===== src/rtl/comparator_tree_pipe.sv =====
// Two-stage pipelined magnitude comparator built from a tree of 2-bit (lt, gt) cells.
// Define CMP_MINMAX_EN to add the min_out/max_out operand outputs.
module comparator_tree_pipe #(
    parameter int unsigned WIDTH = 64,
    parameter int unsigned GROUP = 16
) (
    input  logic             clk,
    input  logic             reset_n,
    input  logic             in_valid,
    output logic             in_ready,
    input  logic [WIDTH-1:0] a,
    input  logic [WIDTH-1:0] b,
    input  logic             sgn,
    output logic             out_valid,
    input  logic             out_ready,
    output logic             eq,
    output logic             lt,
    output logic             gt
`ifdef CMP_MINMAX_EN
    ,
    output logic [WIDTH-1:0] min_out,
    output logic [WIDTH-1:0] max_out
`endif
);

    localparam int unsigned NG = WIDTH / GROUP;
    localparam int unsigned LW = $clog2(WIDTH);

    // Pairwise (lt, gt) reduction of the lowest n entries; higher index is more significant.
    function automatic logic [1:0] tree_reduce(
        input logic [WIDTH-1:0] lt_in,
        input logic [WIDTH-1:0] gt_in,
        input int unsigned      n
    );
        logic [WIDTH-1:0] l;
        logic [WIDTH-1:0] g;
        int unsigned      s;
        int unsigned      lo;
        int unsigned      hi;
        logic             nl;
        logic             ng;
        l = lt_in;
        g = gt_in;
        for (int unsigned lv = 0; lv < LW; lv++) begin
            s = 32'd1 << lv;
            for (int unsigned j = 0; j < WIDTH / 2; j++) begin
                lo = j << (lv + 1);
                hi = lo + s;
                if (hi < n) begin
                    nl = l[LW'(hi)] | (~g[LW'(hi)] & l[LW'(lo)]);
                    ng = g[LW'(hi)] | (~l[LW'(hi)] & g[LW'(lo)]);
                    l[LW'(lo)] = nl;
                    g[LW'(lo)] = ng;
                end
            end
        end
        return {g[0], l[0]};
    endfunction

    logic [WIDTH-1:0] am;
    logic [WIDTH-1:0] bm;
    logic [WIDTH-1:0] bit_lt;
    logic [WIDTH-1:0] bit_gt;
    logic [NG-1:0]    grp_lt;
    logic [NG-1:0]    grp_gt;
    logic [1:0]       root;
    logic             run;
    logic             s1_valid;
    logic [NG-1:0]    s1_lt;
    logic [NG-1:0]    s1_gt;
    logic             adv1;
    logic             load1;
`ifdef CMP_MINMAX_EN
    logic [WIDTH-1:0] s1_a;
    logic [WIDTH-1:0] s1_b;
`endif

    // Signed mode flips both sign bits so the unsigned tree orders two's-complement values.
    always_comb begin
        am             = a;
        bm             = b;
        am[WIDTH-1]    = a[WIDTH-1] ^ sgn;
        bm[WIDTH-1]    = b[WIDTH-1] ^ sgn;
        bit_lt         = ~am & bm;
        bit_gt         = am & ~bm;
    end

    for (genvar gi = 0; gi < NG; gi++) begin : g_grp
        assign {grp_gt[gi], grp_lt[gi]} = tree_reduce(WIDTH'(bit_lt[gi*GROUP +: GROUP]),
                                                      WIDTH'(bit_gt[gi*GROUP +: GROUP]), GROUP);
    end

    assign root     = tree_reduce(WIDTH'(s1_lt), WIDTH'(s1_gt), NG);
    assign adv1     = ~out_valid | out_ready;
    assign in_ready = run & (~s1_valid | adv1);
    assign load1    = in_valid & in_ready;

    // Holds in_ready low until the first clock edge after reset release.
    always_ff @(posedge clk or negedge reset_n) begin
        if (!reset_n) begin
            run <= 1'b0;
        end else begin
            run <= 1'b1;
        end
    end

    // Stage 1: per-group (lt, gt) pairs.
    always_ff @(posedge clk or negedge reset_n) begin
        if (!reset_n) begin
            s1_valid <= 1'b0;
            s1_lt    <= '0;
            s1_gt    <= '0;
`ifdef CMP_MINMAX_EN
            s1_a     <= '0;
            s1_b     <= '0;
`endif
        end else if (load1) begin
            s1_valid <= 1'b1;
            s1_lt    <= grp_lt;
            s1_gt    <= grp_gt;
`ifdef CMP_MINMAX_EN
            s1_a     <= a;
            s1_b     <= b;
`endif
        end else if (adv1) begin
            s1_valid <= 1'b0;
        end
    end

    // Stage 2: final flags; everything reads zero while no result is held.
    always_ff @(posedge clk or negedge reset_n) begin
        if (!reset_n) begin
            out_valid <= 1'b0;
            eq        <= 1'b0;
            lt        <= 1'b0;
            gt        <= 1'b0;
`ifdef CMP_MINMAX_EN
            min_out   <= '0;
            max_out   <= '0;
`endif
        end else if (adv1) begin
            out_valid <= s1_valid;
            eq        <= s1_valid & ~(root[0] | root[1]);
            lt        <= s1_valid & root[0];
            gt        <= s1_valid & root[1];
`ifdef CMP_MINMAX_EN
            min_out   <= s1_valid ? (root[1] ? s1_b : s1_a) : '0;
            max_out   <= s1_valid ? (root[0] ? s1_b : s1_a) : '0;
`endif
        end
    end

endmodule


===== config.mk =====
export PLATFORM = sky130hd
export DESIGN_NAME = comparator_tree_pipe
export DESIGN_NICKNAME = d
export VERILOG_FILES = /design/src/rtl/comparator_tree_pipe.sv
export SDC_FILE = /design/constraint.sdc
export NUM_CORES = 1
export LEC_CHECK = 0
export CAP_MARGIN = 30
export CORE_MARGIN = 2
export CORE_UTILIZATION = 38
export DETAILED_ROUTE_END_ITERATION = 10
export PLACE_DENSITY = 0.87
export SLEW_MARGIN = 25
export SYNTH_ARGS = -nofsm -noshare
export SYNTH_HDL_FRONTEND = slang
export SYNTH_SLANG_ARGS = --single-unit

===== constraint.sdc =====
create_clock -name clk -period 1.9 [get_ports clk]
set_input_delay 0.38 -clock clk [delete_from_list [all_inputs] [get_ports clk]]
set_output_delay 0.38 -clock clk [all_outputs]
set_load 0.01 [all_outputs]

==> results_dict.tcl, run 1 <==
set metrics [dict create \
    power_density_nw_per_um2 364 \
    synth_seq_cells 14 \
    start_util_pct 39.4 \
    path_class "input port to flop" \
    hp-class "flop to flop" \
    synth_area_leader_cell "maj3_1" \
    worst_slack_ps -5.55 \
    end_kind "flop" \
    cts_tree "yes" \
    rows 27 \
    cp.arrival_ps 2030 \
    power.switching_w 0.000514 \
    internal-power_w 0.00106 \
    ys_async_sr_fraction_pct 100 \
    syn_to_final_growth_pct 98.3 \
    drive_gt1_share_pct 36.8 \
    whs_path_depth 2 \
    p_leak_nw 2.11 \
    pwr-share-clk_pct 15.1 \
    drc 0 \
    violations "setup timing" \
    fin_crit_ps 1910 \
    clk_pin_slew_ps 60 \
    antenna_found_initial 0 \
    fmax_mhz 525 \
    clk_latency_ps 240 \
    ys.flop_type "dfrtp_1" \
    gp_congestion 0.754 \
    rsz0062_at_grt "true" \
    worst_pin_slew_ps 612 \
    rr_startpoint "out_valid" \
    ant_nets 0 \
    hold_viol 0 \
    swShare_pct 32.6 \
    grt-ovfl-total 0 \
    synth_most_common_cell "inv_1" \
    synth_area_leaders "maj3_1 19%, dfrtp_1 16%, inv_1 9.0%, nor2b_1 8.3%, nand2b_1 7.5%" \
    tns_ps -5.55 \
    ioPinCount 138 \
    die_x_um 79.8 \
    worstPathMaxFanout 2 \
    num-fill-cells 425 \
    synth_area_um2 2180 \
    finalCritPeriodShare_pct 100 \
    antennaDiodeCount 0 \
    drtIter0Drc 86 \
    grt.total_usage_pct 22.7 \
    synth.distinct_cells 37 \
    yosysTopAreaCellShare_pct 19.3 \
    wl_mm 7.51 \
    grt_pass1_wl_mm 11.8 \
    port_buffers 137 \
    first_global_vias 3029 \
    seq_area_frac_synth_pct 16.1 \
    synthTopCellsByCount "52 x inv_1, 42 x maj3_1, 29 x nor2b_1" \
    dp_hpwl_mm 5.74 \
    htreeDepth 1 \
    crit_path_start_kind "input port" \
    vdd_drop_max_mv 0.287 \
    cts_buffer_depth 2 \
    cts-root-buf "clkbuf_8" \
    cap_violations 0 \
    grt_max_degree 15 \
    wl_per_cell_um 13.7 \
    nets 613 \
    cts_hold_buf 0 \
    numClockSinks 14 \
    outcome "finished with violations" \
    drt-vias-per-instance 5.15 \
    cts_buffers 3 \
    hold_start "eq" \
    vias 2833 \
    comb_power_share_pct 60.7 \
    r2r_cells 6 \
    core_area_um2 5540 \
    clock-skew-final_ps 2.92 \
    die_h_um 79.8 \
    synth_edf_count 0 \
    dr.pass1.iters 4 \
    synthCells 301 \
    crit_start "a[12]" \
    setup_violations 1 \
    die_area_um2 6360 \
    relSlewSlack_pct 59.1 \
    cp.required_ps 2020 \
    p_seq_share_pct 24.1 \
    syn_nets 434 \
    synth_area_per_cell_um2 7.25 \
    drv_slew 0 \
    yosys_warnings 0 \
    place_ws_ps -630 \
]
-- cells in the final DEF (no fill, tap or decap), types with 4 or more instances in the layout --
cell             count
inv_2               15
o21ai_0              8
maj3_2              43
nand2_1             14
clkdlybuf4s50_1     73
dlymetal6s2s_1      29
a21oi_2              9
clkbuf_2             8
buf_4               37
nand2b_1            14
nor2b_2              7
o22ai_1              4
nand2b_4            12
buf_6                5
nor2b_1             21
inv_1               37
dlygate4sd2_1       10
o21ai_2              7
dfrtp_1             14
a21oi_1             11
maj3_1              13
clkdlybuf4s15_1      9
nor2_1              10
o21ai_1             11
buf_2                4
-- power groups by stage --
stage,sequential [W],clock [W],combinational [W]
6_report,0.000380,0.000238,0.000956
5_1_grt,0.000386,0.000265,0.00104
4_1_cts,0.000380,0.000243,0.000897
3_5_place_dp,0.000384,0,0.000832
3_3_place_gp,0.000382,0,0.000804
2_1_floorplan,0.000380,0,0.000366
-- stage by stage --
stage          cells  power [W]  utilization [%]  hold slack [ps]  cell area, um2
6_report         550    0.00157             78.0              486            4320
2_1_floorplan    301   0.000746                -             84.4            2210
4_1_cts          550    0.00152             74.8              492            4140
3_3_place_gp     542    0.00119             70.6              469            3910
3_5_place_dp     542    0.00122             70.6              479            3910
5_1_grt          550    0.00169             78.0              523            4320
-- registers in the layout, summed over array words and instances (netlist names) --
signal	flops
run	1
lt	1
eq	1
s1_valid	1
s1_gt	4
gt	1
out_valid	1
s1_lt	4
-- final timing paths --
path / to / slack [ps]
setup / recovery: s1_gt[0] / -6
hold / removal: eq / 490
setup reg to reg: s1_gt[2] / 310
hold reg to reg: eq / 490
max in group asynchronous: s1_lt[2] / 980
min in group asynchronous: s1_gt[2] / 520
-- layout make-up --
type                            count  area [um2]  share of cell area [%]
Inverter                           52         195                    4.51
Timing Repair Buffer              175        1670                    38.5
Tap cell                           72        90.1                    2.08
Sequential cell                    14         350                    8.10
Clock buffer                        3        41.3                   0.955
Multi-Input combinational cell    234        1980                    45.8
-- repair_timing --
item,CTS,global route
setup endpoints to repair,9,9
setup buffers,5,0
resized for setup,124,109
pin swaps,59,59
-- kinds of logic after synthesis --
logic type | synth area share (%)
compound gates | 25.0
fa+ha+maj | 26.5
buf+inv | 9.12
flops | 16.1
other cells | 0.172
simple gates | 23.1
-- per-layer routing --
layer | vias to the layer above | track usage [%] | share of wire [%]
met5 | - | 0 | 0
met4 | 0 | 6.10 | 1.7
met3 | 16 | 5.09 | 6.8
met2 | 102 | 47.7 | 56
met1 | 1301 | 21.5 | 35
li1 | 1414 | - | -
-- critical path, stage by stage --
cell      delay (ps)
buf_6             90
nand2b_4         120
maj3_2           300
maj3_2           320
o211a_1          110
or3_4            380
a221o_1          310
Power figures use the tool's default switching activity.
==> inputs of run 2 (changes only) <==
SKIP_CTS_REPAIR_TIMING = 1   (was unset)
==> run 2 against run 1 <==
  * Sequential share of layout area shrank 0.16 points
  * The run still ends with setup timing left
  * Largest cell class unchanged
  * Clock skew barely moved
  * Count of clock-buffer cells in the layout unchanged
  * Die area is the same
  * Via count is 1.4% higher
  * Utilization rose by 1.6 points
  * Final area increased by 2.0%
  * First-iteration DRC count increased by 14%
  * Critical path depth up 1
  * Non-clock buffer count is 3 lower
  * Maximum frequency shrank 5.3%
  * Power barely moved
==> results_dict.tcl, run 2 (synthesized netlist as in run 1, its figures left out) <==
set metrics [dict create \
    cts_buffer_depth 2 \
    wl_mm 7.79 \
    syn_to_final_growth_pct 102 \
    htreeDepth 1 \
    rr_startpoint "out_valid" \
    grt.total_usage_pct 20.0 \
    wl_per_cell_um 14.2 \
    rrSetupSlack_ps 310 \
    relSlewSlack_pct 59.5 \
    hold_start "eq" \
    worst_slack_ps -112 \
    gp_congestion 0.754 \
    worstPathMaxFanout 3 \
    rows 27 \
    ant_nets 0 \
    cp_cell_sequence "clkdlybuf4s50_1 -> inv_1 -> a2bb2oi_1 -> a22oi_1 -> o221ai_1 -> o211a_1 -> or3_4 -> a221o_1" \
    die_h_um 79.8 \
    crit_path_start_kind "input port" \
    drt-vias-per-instance 5.25 \
    reg.largest.list "s1_gt x4, s1_lt x4" \
    grt_max_degree 15 \
    port_buffers 137 \
    cp.required_ps 2020 \
    die_area_um2 6360 \
    r2r_end "s1_gt[2]" \
    setup_violations 2 \
    clk_latency_ps 240 \
    drive_gt1_share_pct 33.3 \
    finalCritPeriodShare_pct 106 \
    hp-class "flop to flop" \
    antennaDiodeCount 0 \
    cp.arrival_ps 2140 \
    drtIter0Drc 98 \
    fin_crit_ps 2010 \
    rsz0062_at_grt "true" \
    end_kind "flop" \
    grt_pass1_wl_mm 10.5 \
    final_cell_mix "78 x clkdlybuf4s50_1, 55 x dlymetal6s2s_1, 45 x maj3_2, 39 x inv_1, 34 x buf_4" \
    clk_pin_slew_ps 60 \
    r2r_cells 6 \
    antenna_found_initial 0 \
    numClockSinks 14 \
    dr.pass1.iters 4 \
    cts_tree "yes" \
    drv_slew 0 \
    power.total_w 0.00158 \
    tns_ps -163 \
    worst_pin_slew_ps 605 \
    clock-skew-final_ps 3.09 \
    die_x_um 79.8 \
    power_density_nw_per_um2 357 \
    whs_path_depth 2 \
    p_leak_nw 2.31 \
    ioPinCount 138 \
    hold_viol 0 \
    hold_ws_ps 485 \
    path_class "input port to flop" \
    outcome "finished with violations" \
    drc 0 \
    cap_violations 0 \
    slowest_delay_ps 450 \
    nets 610 \
    violations "setup timing" \
    core_area_um2 5540 \
    start_util_pct 39.4 \
    cts_buffers 3 \
    grt-ovfl-total 0 \
    vias 2873 \
    min_to "eq" \
    cts-root-buf "clkbuf_8" \
    post-route-util_pct 79.6 \
    first_global_vias 2796 \
    vdd_drop_max_mv 0.289 \
    fmax_mhz 497 \
    layout_commonest_cell "clkdlybuf4s50_1" \
    slowest_stage "clkdlybuf4s50_1" \
    dp_hpwl_mm 5.74 \
]
==> run 2: stage by stage <==
| step | cells | setup slack (ps) | instance area, um2 |
|---|---|---|---|
| after floorplan | 301 | -97.4 | 2210 |
| after global placement | 542 | -597 | 3910 |
| after detailed placement | 542 | -630 | 3910 |
| after CTS | 545 | -372 | 3950 |
| after global routing | 547 | -208 | 4410 |
| final | 547 | -112 | 4410 |
==> run 2: area by class of cell <==
cell class / count / area (um2)
Clock buffer: 3 / 41.3
Fill cell: 400 / 1130
Inverter: 52 / 195
Multi-Input combinational cell: 234 / 1970
Sequential cell: 14 / 350
Tap cell: 72 / 90.1
Timing Repair Buffer: 172 / 1760
==> run 2: how the worst max path moves through the flow <==
| stage | to | from | depth (start not counted) |
|---|---|---|---|
| 2_1_floorplan | s1_gt[0] | a[12] | 6 |
| 3_3_place_gp | s1_gt[0] | b[12] | 7 |
| 3_5_place_dp | s1_gt[2] | b[44] | 7 |
| 4_1_cts | s1_gt[2] | b[44] | 7 |
| 5_1_grt | s1_gt[0] | b[11] | 8 |
| 6_report | s1_gt[0] | b[11] | 8 |
==> run 2: routing by layer <==
layer	part of all wire [%]	vias to the layer above	GRT usage [%]	routed length, um
li1	-	1407	-	-
met1	36	1345	19.4	2800
met2	55	103	41.4	4320
met3	6.7	18	4.64	520
met4	1.9	0	5.08	150
met5	0	-	0	0
==> run 2: report_power, final <==
| part | switching [W] | internal (W) |
|---|---|---|
| registers | 0.0000320 | 0.000348 |
| clock network | 0.0000989 | 0.000140 |
| logic | 0.000382 | 0.000575 |
==> run 2: worst max-delay path: cells and delay by family <==
kind	cells	cell delay, ps
AOI/OAI and AO/OA	5	890
and+or+nand+nor	1	360
buffers and inverters	2	510
